File: src/rtl/collision_event_handler_if.sv
// Collision strobes from the game controller and the per-frame event/status bus back to it.
// Single-cycle pulses and level status only; there is no flow control in either direction.
interface collision_event_handler_if #(
  parameter int SCORE_W = 14
);
  logic               startOfFrame;
  logic               startGame;
  logic               alienHit;
  logic               playerHitByAlienPulse;
  logic [2:0]         playerHitByRocket;
  logic               p_rocketsCollision;
  logic [2:0]         a_rocketsCollision;
  logic               aliensReachedBorder;
  logic               killPlayerRocket;
  logic [2:0]         killAlienRockets;
  logic               alienKilledPulse;
  logic               playerDiedPulse;
  logic [1:0]         lives;
  logic [SCORE_W-1:0] score;
  logic [5:0]         aliensLeft;
  logic [2:0]         gameState;
  logic               freeze;

  modport master (
    output startOfFrame, startGame, alienHit, playerHitByAlienPulse, playerHitByRocket,
           p_rocketsCollision, a_rocketsCollision, aliensReachedBorder,
    input  killPlayerRocket, killAlienRockets, alienKilledPulse, playerDiedPulse,
           lives, score, aliensLeft, gameState, freeze
  );

  modport slave (
    input  startOfFrame, startGame, alienHit, playerHitByAlienPulse, playerHitByRocket,
           p_rocketsCollision, a_rocketsCollision, aliensReachedBorder,
    output killPlayerRocket, killAlienRockets, alienKilledPulse, playerDiedPulse,
           lives, score, aliensLeft, gameState, freeze
  );
endinterface

File: src/rtl/collision_event_handler.sv
// Latches collisions per frame and resolves them at startOfFrame into kill pulses, lives/score and game state.
// Outputs update one cycle after startOfFrame; every pulse lasts one clk; no backpressure.
module collision_event_handler #(
  parameter int LIVES_INIT        = 3,
  parameter int ALIEN_COUNT       = 40,
  parameter int ALIEN_POINTS      = 10,
  parameter int SCORE_W           = 14,
  parameter int HIT_FREEZE_FRAMES = 60
) (
  input logic                      clk,
  input logic                      resetN,
  collision_event_handler_if.slave bus
);
  typedef enum logic [2:0] {
    S_IDLE = 3'd0,
    S_PLAY = 3'd1,
    S_HIT  = 3'd2,
    S_OVER = 3'd3,
    S_WIN  = 3'd4
  } state_t;

  localparam logic [1:0]         LIVES_RELOAD  = 2'(LIVES_INIT);
  localparam logic [5:0]         ALIENS_RELOAD = 6'(ALIEN_COUNT);
  localparam logic [5:0]         HOLD_RELOAD   = 6'(HIT_FREEZE_FRAMES);
  localparam logic [SCORE_W:0]   POINTS        = (SCORE_W+1)'(ALIEN_POINTS);

  state_t             state;
  logic               freeze;
  logic [5:0]         hold_cnt;
  logic [1:0]         lives;
  logic [SCORE_W-1:0] score;
  logic [5:0]         aliens_left;
  logic               kill_procket, alien_killed, player_died;
  logic [2:0]         kill_arockets;
  logic               f_alien, f_player, f_border, f_procket;
  logic [2:0]         f_arocket;

  logic               in_player, in_procket, kill;
  logic [2:0]         in_arocket;
  logic [SCORE_W:0]   score_sum;
  logic [SCORE_W-1:0] score_next;

  assign in_player  = bus.playerHitByAlienPulse | (|bus.playerHitByRocket);
  assign in_procket = bus.alienHit | bus.p_rocketsCollision;
  assign in_arocket = bus.playerHitByRocket | bus.a_rocketsCollision;
  assign kill       = f_alien && (aliens_left != 6'd0);
  assign score_sum  = {1'b0, score} + POINTS;
  assign score_next = score_sum[SCORE_W] ? {SCORE_W{1'b1}} : score_sum[SCORE_W-1:0];

  always_ff @(posedge clk or negedge resetN) begin
    if (!resetN) begin
      state         <= S_IDLE;
      freeze        <= 1'b1;
      hold_cnt      <= 6'd0;
      lives         <= LIVES_RELOAD;
      score         <= '0;
      aliens_left   <= ALIENS_RELOAD;
      kill_procket  <= 1'b0;
      kill_arockets <= 3'b000;
      alien_killed  <= 1'b0;
      player_died   <= 1'b0;
      f_alien       <= 1'b0;
      f_player      <= 1'b0;
      f_border      <= 1'b0;
      f_procket     <= 1'b0;
      f_arocket     <= 3'b000;
    end else begin
      kill_procket  <= 1'b0;
      kill_arockets <= 3'b000;
      alien_killed  <= 1'b0;
      player_died   <= 1'b0;
      case (state)
        S_PLAY, S_HIT: begin
          // The SOF cycle starts a new frame: decisions below use the old flags.
          if (bus.startOfFrame) begin
            f_alien   <= bus.alienHit;
            f_player  <= in_player;
            f_border  <= bus.aliensReachedBorder;
            f_procket <= in_procket;
            f_arocket <= in_arocket;
          end else begin
            f_alien   <= f_alien | bus.alienHit;
            f_player  <= f_player | in_player;
            f_border  <= f_border | bus.aliensReachedBorder;
            f_procket <= f_procket | in_procket;
            f_arocket <= f_arocket | in_arocket;
          end
          if (bus.startOfFrame && state == S_PLAY) begin
            kill_procket  <= f_procket;
            kill_arockets <= f_arocket;
            if (kill) begin
              alien_killed <= 1'b1;
              aliens_left  <= aliens_left - 6'd1;
              score        <= score_next;
            end
            // A death outranks a simultaneous last-alien kill.
            if (f_border) begin
              lives       <= 2'd0;
              player_died <= 1'b1;
              state       <= S_OVER;
              freeze      <= 1'b1;
            end else if (f_player) begin
              lives       <= lives - 2'd1;
              player_died <= 1'b1;
              freeze      <= 1'b1;
              if (lives == 2'd1) begin
                state <= S_OVER;
              end else begin
                state    <= S_HIT;
                hold_cnt <= HOLD_RELOAD;
              end
            end else if (kill && aliens_left == 6'd1) begin
              state  <= S_WIN;
              freeze <= 1'b1;
            end
          end else if (bus.startOfFrame) begin
            if (hold_cnt == 6'd1) begin
              state  <= S_PLAY;
              freeze <= 1'b0;
            end
            hold_cnt <= hold_cnt - 6'd1;
          end
        end
        default: begin
          f_alien   <= 1'b0;
          f_player  <= 1'b0;
          f_border  <= 1'b0;
          f_procket <= 1'b0;
          f_arocket <= 3'b000;
          if (bus.startGame) begin
            lives       <= LIVES_RELOAD;
            score       <= '0;
            aliens_left <= ALIENS_RELOAD;
            state       <= S_PLAY;
            freeze      <= 1'b0;
          end
        end
      endcase
    end
  end

  assign bus.gameState        = state;
  assign bus.freeze           = freeze;
  assign bus.lives            = lives;
  assign bus.score            = score;
  assign bus.aliensLeft       = aliens_left;
  assign bus.killPlayerRocket = kill_procket;
  assign bus.killAlienRockets = kill_arockets;
  assign bus.alienKilledPulse = alien_killed;
  assign bus.playerDiedPulse  = player_died;
endmodule

File: src/flat_wrapper.sv
// flat-port wrapper written by rule: the top's interface ports become plain ports
module collision_event_handler_flat 
#(
  parameter int LIVES_INIT        = 3,
  parameter int ALIEN_COUNT       = 40,
  parameter int ALIEN_POINTS      = 10,
  parameter int SCORE_W           = 14,
  parameter int HIT_FREEZE_FRAMES = 60
)
  (clk, resetN, bus_startOfFrame, bus_startGame, bus_alienHit, bus_playerHitByAlienPulse, bus_playerHitByRocket, bus_p_rocketsCollision, bus_a_rocketsCollision, bus_aliensReachedBorder, bus_killPlayerRocket, bus_killAlienRockets, bus_alienKilledPulse, bus_playerDiedPulse, bus_lives, bus_score, bus_aliensLeft, bus_gameState, bus_freeze);
  collision_event_handler_if #(.SCORE_W(SCORE_W)) bus_i ();
  input logic clk;
  input logic resetN;
  input wire logic [$bits(bus_i.startOfFrame)-1:0] bus_startOfFrame;
  input wire logic [$bits(bus_i.startGame)-1:0] bus_startGame;
  input wire logic [$bits(bus_i.alienHit)-1:0] bus_alienHit;
  input wire logic [$bits(bus_i.playerHitByAlienPulse)-1:0] bus_playerHitByAlienPulse;
  input wire logic [$bits(bus_i.playerHitByRocket)-1:0] bus_playerHitByRocket;
  input wire logic [$bits(bus_i.p_rocketsCollision)-1:0] bus_p_rocketsCollision;
  input wire logic [$bits(bus_i.a_rocketsCollision)-1:0] bus_a_rocketsCollision;
  input wire logic [$bits(bus_i.aliensReachedBorder)-1:0] bus_aliensReachedBorder;
  output wire logic [$bits(bus_i.killPlayerRocket)-1:0] bus_killPlayerRocket;
  output wire logic [$bits(bus_i.killAlienRockets)-1:0] bus_killAlienRockets;
  output wire logic [$bits(bus_i.alienKilledPulse)-1:0] bus_alienKilledPulse;
  output wire logic [$bits(bus_i.playerDiedPulse)-1:0] bus_playerDiedPulse;
  output wire logic [$bits(bus_i.lives)-1:0] bus_lives;
  output wire logic [$bits(bus_i.score)-1:0] bus_score;
  output wire logic [$bits(bus_i.aliensLeft)-1:0] bus_aliensLeft;
  output wire logic [$bits(bus_i.gameState)-1:0] bus_gameState;
  output wire logic [$bits(bus_i.freeze)-1:0] bus_freeze;
  assign bus_i.startOfFrame = bus_startOfFrame;
  assign bus_i.startGame = bus_startGame;
  assign bus_i.alienHit = bus_alienHit;
  assign bus_i.playerHitByAlienPulse = bus_playerHitByAlienPulse;
  assign bus_i.playerHitByRocket = bus_playerHitByRocket;
  assign bus_i.p_rocketsCollision = bus_p_rocketsCollision;
  assign bus_i.a_rocketsCollision = bus_a_rocketsCollision;
  assign bus_i.aliensReachedBorder = bus_aliensReachedBorder;
  assign bus_killPlayerRocket = bus_i.killPlayerRocket;
  assign bus_killAlienRockets = bus_i.killAlienRockets;
  assign bus_alienKilledPulse = bus_i.alienKilledPulse;
  assign bus_playerDiedPulse = bus_i.playerDiedPulse;
  assign bus_lives = bus_i.lives;
  assign bus_score = bus_i.score;
  assign bus_aliensLeft = bus_i.aliensLeft;
  assign bus_gameState = bus_i.gameState;
  assign bus_freeze = bus_i.freeze;
  collision_event_handler #(.LIVES_INIT(LIVES_INIT), .ALIEN_COUNT(ALIEN_COUNT), .ALIEN_POINTS(ALIEN_POINTS), .SCORE_W(SCORE_W), .HIT_FREEZE_FRAMES(HIT_FREEZE_FRAMES)) u_core (.clk(clk), .resetN(resetN), .bus(bus_i));
endmodule
File: config.mk
export PLATFORM = sky130hd
export DESIGN_NAME = collision_event_handler_flat
export DESIGN_NICKNAME = d
export VERILOG_FILES = /design/src/rtl/collision_event_handler_if.sv /design/src/rtl/collision_event_handler.sv /design/src/flat_wrapper.sv
export SDC_FILE = /design/constraint.sdc
export NUM_CORES = 1
export LEC_CHECK = 0
export CAP_MARGIN = 15
export CORE_MARGIN = 3
export CORE_UTILIZATION = 40
export CTS_CLUSTER_SIZE = 30
export DETAILED_ROUTE_END_ITERATION = 10
export HOLD_SLACK_MARGIN = 0.03
export MAX_ROUTING_LAYER = met4
export SETUP_SLACK_MARGIN = 0.5
export SYNTH_ARGS = -nofsm -noshare
export SYNTH_HDL_FRONTEND = slang
export SYNTH_SLANG_ARGS = --single-unit
export TNS_END_PERCENT = 10
File: constraint.sdc
create_clock -name clk -period 4.6 [get_ports clk]
set_input_delay 1.15 -clock clk [delete_from_list [all_inputs] [get_ports clk]]
set_output_delay 1.15 -clock clk [all_outputs]
set_load 0.02 [all_outputs]
==> flow_summary.ini <==
[worst_hold_path]
hp-class = reg -> reg
whs_path_depth = 1

[clock_network]
cts.htree.levels = 2
numClockSinks = 45
cts_buffers = 5
cts_tree = done
clockBufferDepth = 2
cts_setup_buffers = 0
clock-root-buffer = clkbuf_8
clock_latency_ns = 0.29
cts_resized = 0
clkTransAtPathRegs_ns = 0.08
cts-hold-fix-buffers = 0

[synth]
synth.largest_area_cell = dfrtp_1
synth_common_cells = dfrtp_1 (40), a21oi_1 (19), nor2_1 (19)
synth-edff-count = 0
synth_most_common_cell = dfrtp_1
yosysUniqueCellTypes = 60
ys_async_sr_fraction_pct = 100
synth_seq_cells = 45
syn_nets = 253
synth_cells = 232
yosysSeqAreaShare_pct = 47.8
yosys-top-cells-area = dfrtp_1 (42%), dfstp_2 (5.5%), a21oi_1 (4.0%)
synth_warnings = 0
avgSynthCellArea_um2 = 10.2
syn_area_um2 = 2370
synthFlopType = dfrtp_1
synth_top_cell_area_share_pct = 42.2

[power_and_ir_drop]
power.leakage_nw = 1.16
p_switching_mw = 0.625
vdd_drop_max_uv = 259
power_frac_clock_pct = 15.9
powerDensity_nw_per_um2 = 536
p_int_mw = 0.944
comb_power_share_pct = 42.3
netSwitchingFraction_pct = 39.8
p_seq_share_pct = 41.8

[grt]
grt_pass1_vias = 1876
antenna_found_initial = 0
grt_max_degree = 46
grt_first_pass_wirelength_mm = 9.42
grt_overflow = 0
grt_util_all_layers_pct = 17.1

[timing]
worst_slew_pin_slew_ns = 1.04
setup_viol = 0
fin_crit_sh_pct = 59.8
slew_violations = 0
fin_skew_ns = 0.00478
hold_violations = 0
period_needed_ns = 2.75
fmax_mhz = 364
relSlewSlack_pct = 30.9
grt_setup_unrepaired = no
tns_ns = 0

[setup_path]
worstPathRequired_ns = 4.78
critPathMaxFanout = 17
end_kind = register
criticalPathCategory = in -> reg
crit_chain = clkdlybuf4s50_1 -> nand4bb_4 -> a211o_4 -> inv_4 -> nand2_1 -> o221a_2
cp.arrival_ns = 2.93
crit_slowest_cell = clkdlybuf4s50_1
start_kind = input pin
slowest_delay_ns = 0.59
reg2reg_depth = 5
rrSetupSlack_ns = 2.64

[layout]
fillers = 550
fin_nets = 297
antennaDiodeCount = 0
drive_gt1_share_pct = 10.9
area_delta_synth_final_pct = 23.5
fin_area_um2 = 2930
fin_cells = 348

[place]
dp_cells = 341
dp.final_hpwl_mm = 3.73
portBuffers = 45
post_dp_cell_area_um2 = 2840
place_congestion = 0.772

[drt]
wl_met2_mm = 2.38
ant_nets = 0
avgRoutedWirePerCell_um = 15.5
top_layer = met4
wl_met1_mm = 2.79
via_per_inst = 5.55
vias = 1930
routed_wl_mm = 5.39
drc = 0
drtIter0Drc = 106
dr_wl_met3_um = 196
drt_pass1_iterations = 4

[outcome]
outcome = finished clean

[die]
coreArea_um2 = 5610
rows = 27
start_util_pct = 42.3
die_width_um = 83.0
pin_count = 46
dieArea_um2 = 6890
die_y_um = 83.0

[flow_run]
maxCapViolations = 0
-- metal layers --
layer / global-route usage, % / up-vias
li1: - / 959
met1: 25.0 / 929
met2: 24.3 / 40
met3: 3.87 / 2
met4: 3.57 / 0
met5: - / -
-- power groups by stage --
| stage | Combinational (mW) | Clock, mW | Sequential (mW) |
|---|---|---|---|
| 2_1_floorplan | 0.395 | 0 | 0.702 |
| 3_3_place_gp | 0.661 | 0 | 0.662 |
| 3_5_place_dp | 0.667 | 0 | 0.661 |
| 4_1_cts | 0.671 | 0.262 | 0.655 |
| 5_1_grt | 0.744 | 0.275 | 0.677 |
| 6_report | 0.664 | 0.249 | 0.656 |
-- stage by stage --
step	power, mW	hold WS, ns	utilization, %	setup slack (ns)
6_report	1.57	0.486	52.2	1.85
5_1_grt	1.70	0.517	52.2	1.76
4_1_cts	1.59	0.486	52.2	1.88
3_5_place_dp	1.33	0.463	50.7	1.55
3_3_place_gp	1.32	0.464	50.7	1.58
2_1_floorplan	1.10	0.454	-	2.32
-- worst max-delay path, delay by kind of cell --
kind / cells / cell delay (ns)
AND/OR/NAND/NOR: 2 / 0.28
AO/OA/AOI/OAI: 2 / 0.73
buffers and inverters: 2 / 0.76
-- layout by cell type (no fill, tap or decap), types with 2 or more instances in the layout --
cell type        netlist  routed
o21ai_0               14      14
ha_1                   7       7
a31oi_1                3       3
clkbuf_8               1       6
or3_1                  4       4
nand2_1               11      11
o221a_2                2       2
and3_1                 3       3
a41oi_1                3       3
dfrtp_1               40      40
a311oi_1               3       3
clkdlybuf4s50_1        0      44
and4_1                 3       3
nor4_1                 5       5
nor2_1                19      19
a211oi_1               5       5
nor3b_1                2       2
nand3_1               10      10
and2_1                 5       5
nand4_1                4       4
nor3_1                 9       9
nand2b_1               2       2
inv_1                 13      13
a21oi_1               19      19
dfstp_2                5       5
-- final cells by class --
type	instances	area (um2)	area share, %
tap	72	90.1	3.08
timing repair buffer	46	453	15.5
clock buffer	7	86.3	2.95
inverter	14	55.1	1.88
sequential	45	1130	38.7
multi-input combinational	164	1110	38.0
-- kinds of logic after synthesis --
family | after synthesis | synth area share [%]
xor+xnor | 2 | 0.739
compound gates | 66 | 19.9
flops | 45 | 47.8
buf+inv | 23 | 5.33
fa+ha+maj | 7 | 3.69
simple gates | 87 | 21.6
mux | 2 | 0.897
-- final timing paths --
| path | startpoint | end |
|---|---|---|
| min | u_core.f_arocket[2]$_DFF_PN0_ | u_core.bus.killAlienRockets[2]$_DFF_PN0_ |
| max reg2reg | u_core.bus.gameState[1]$_DFFE_PN0P_ | u_core.bus.score[5]$_DFFE_PN0P_ |
| min in group asynchronous | resetN | u_core.hold_cnt[1]$_DFFE_PN0P_ |
| min reg2reg | u_core.f_arocket[2]$_DFF_PN0_ | u_core.bus.killAlienRockets[2]$_DFF_PN0_ |
| max in group asynchronous | resetN | u_core.bus.killAlienRockets[0]$_DFF_PN0_ |
| max | bus_startOfFrame | u_core.bus.score[5]$_DFFE_PN0P_ |
-- registers in the layout, indices dropped and copies added, names as in the netlist --
signal and cells:
u_core.bus.playerDiedPulse 1, u_core.hold_cnt 6, u_core.bus.lives 2, u_core.bus.aliensLeft 6
u_core.bus.alienKilledPulse 1, u_core.bus.score 14, u_core.f_arocket 3, u_core.bus.freeze 1
u_core.f_procket 1, u_core.bus.killAlienRockets 3, u_core.f_alien 1, u_core.bus.killPlayerRocket 1
u_core.f_player 1, u_core.bus.gameState 3, u_core.f_border 1
(Power assumes the default switching activity.)
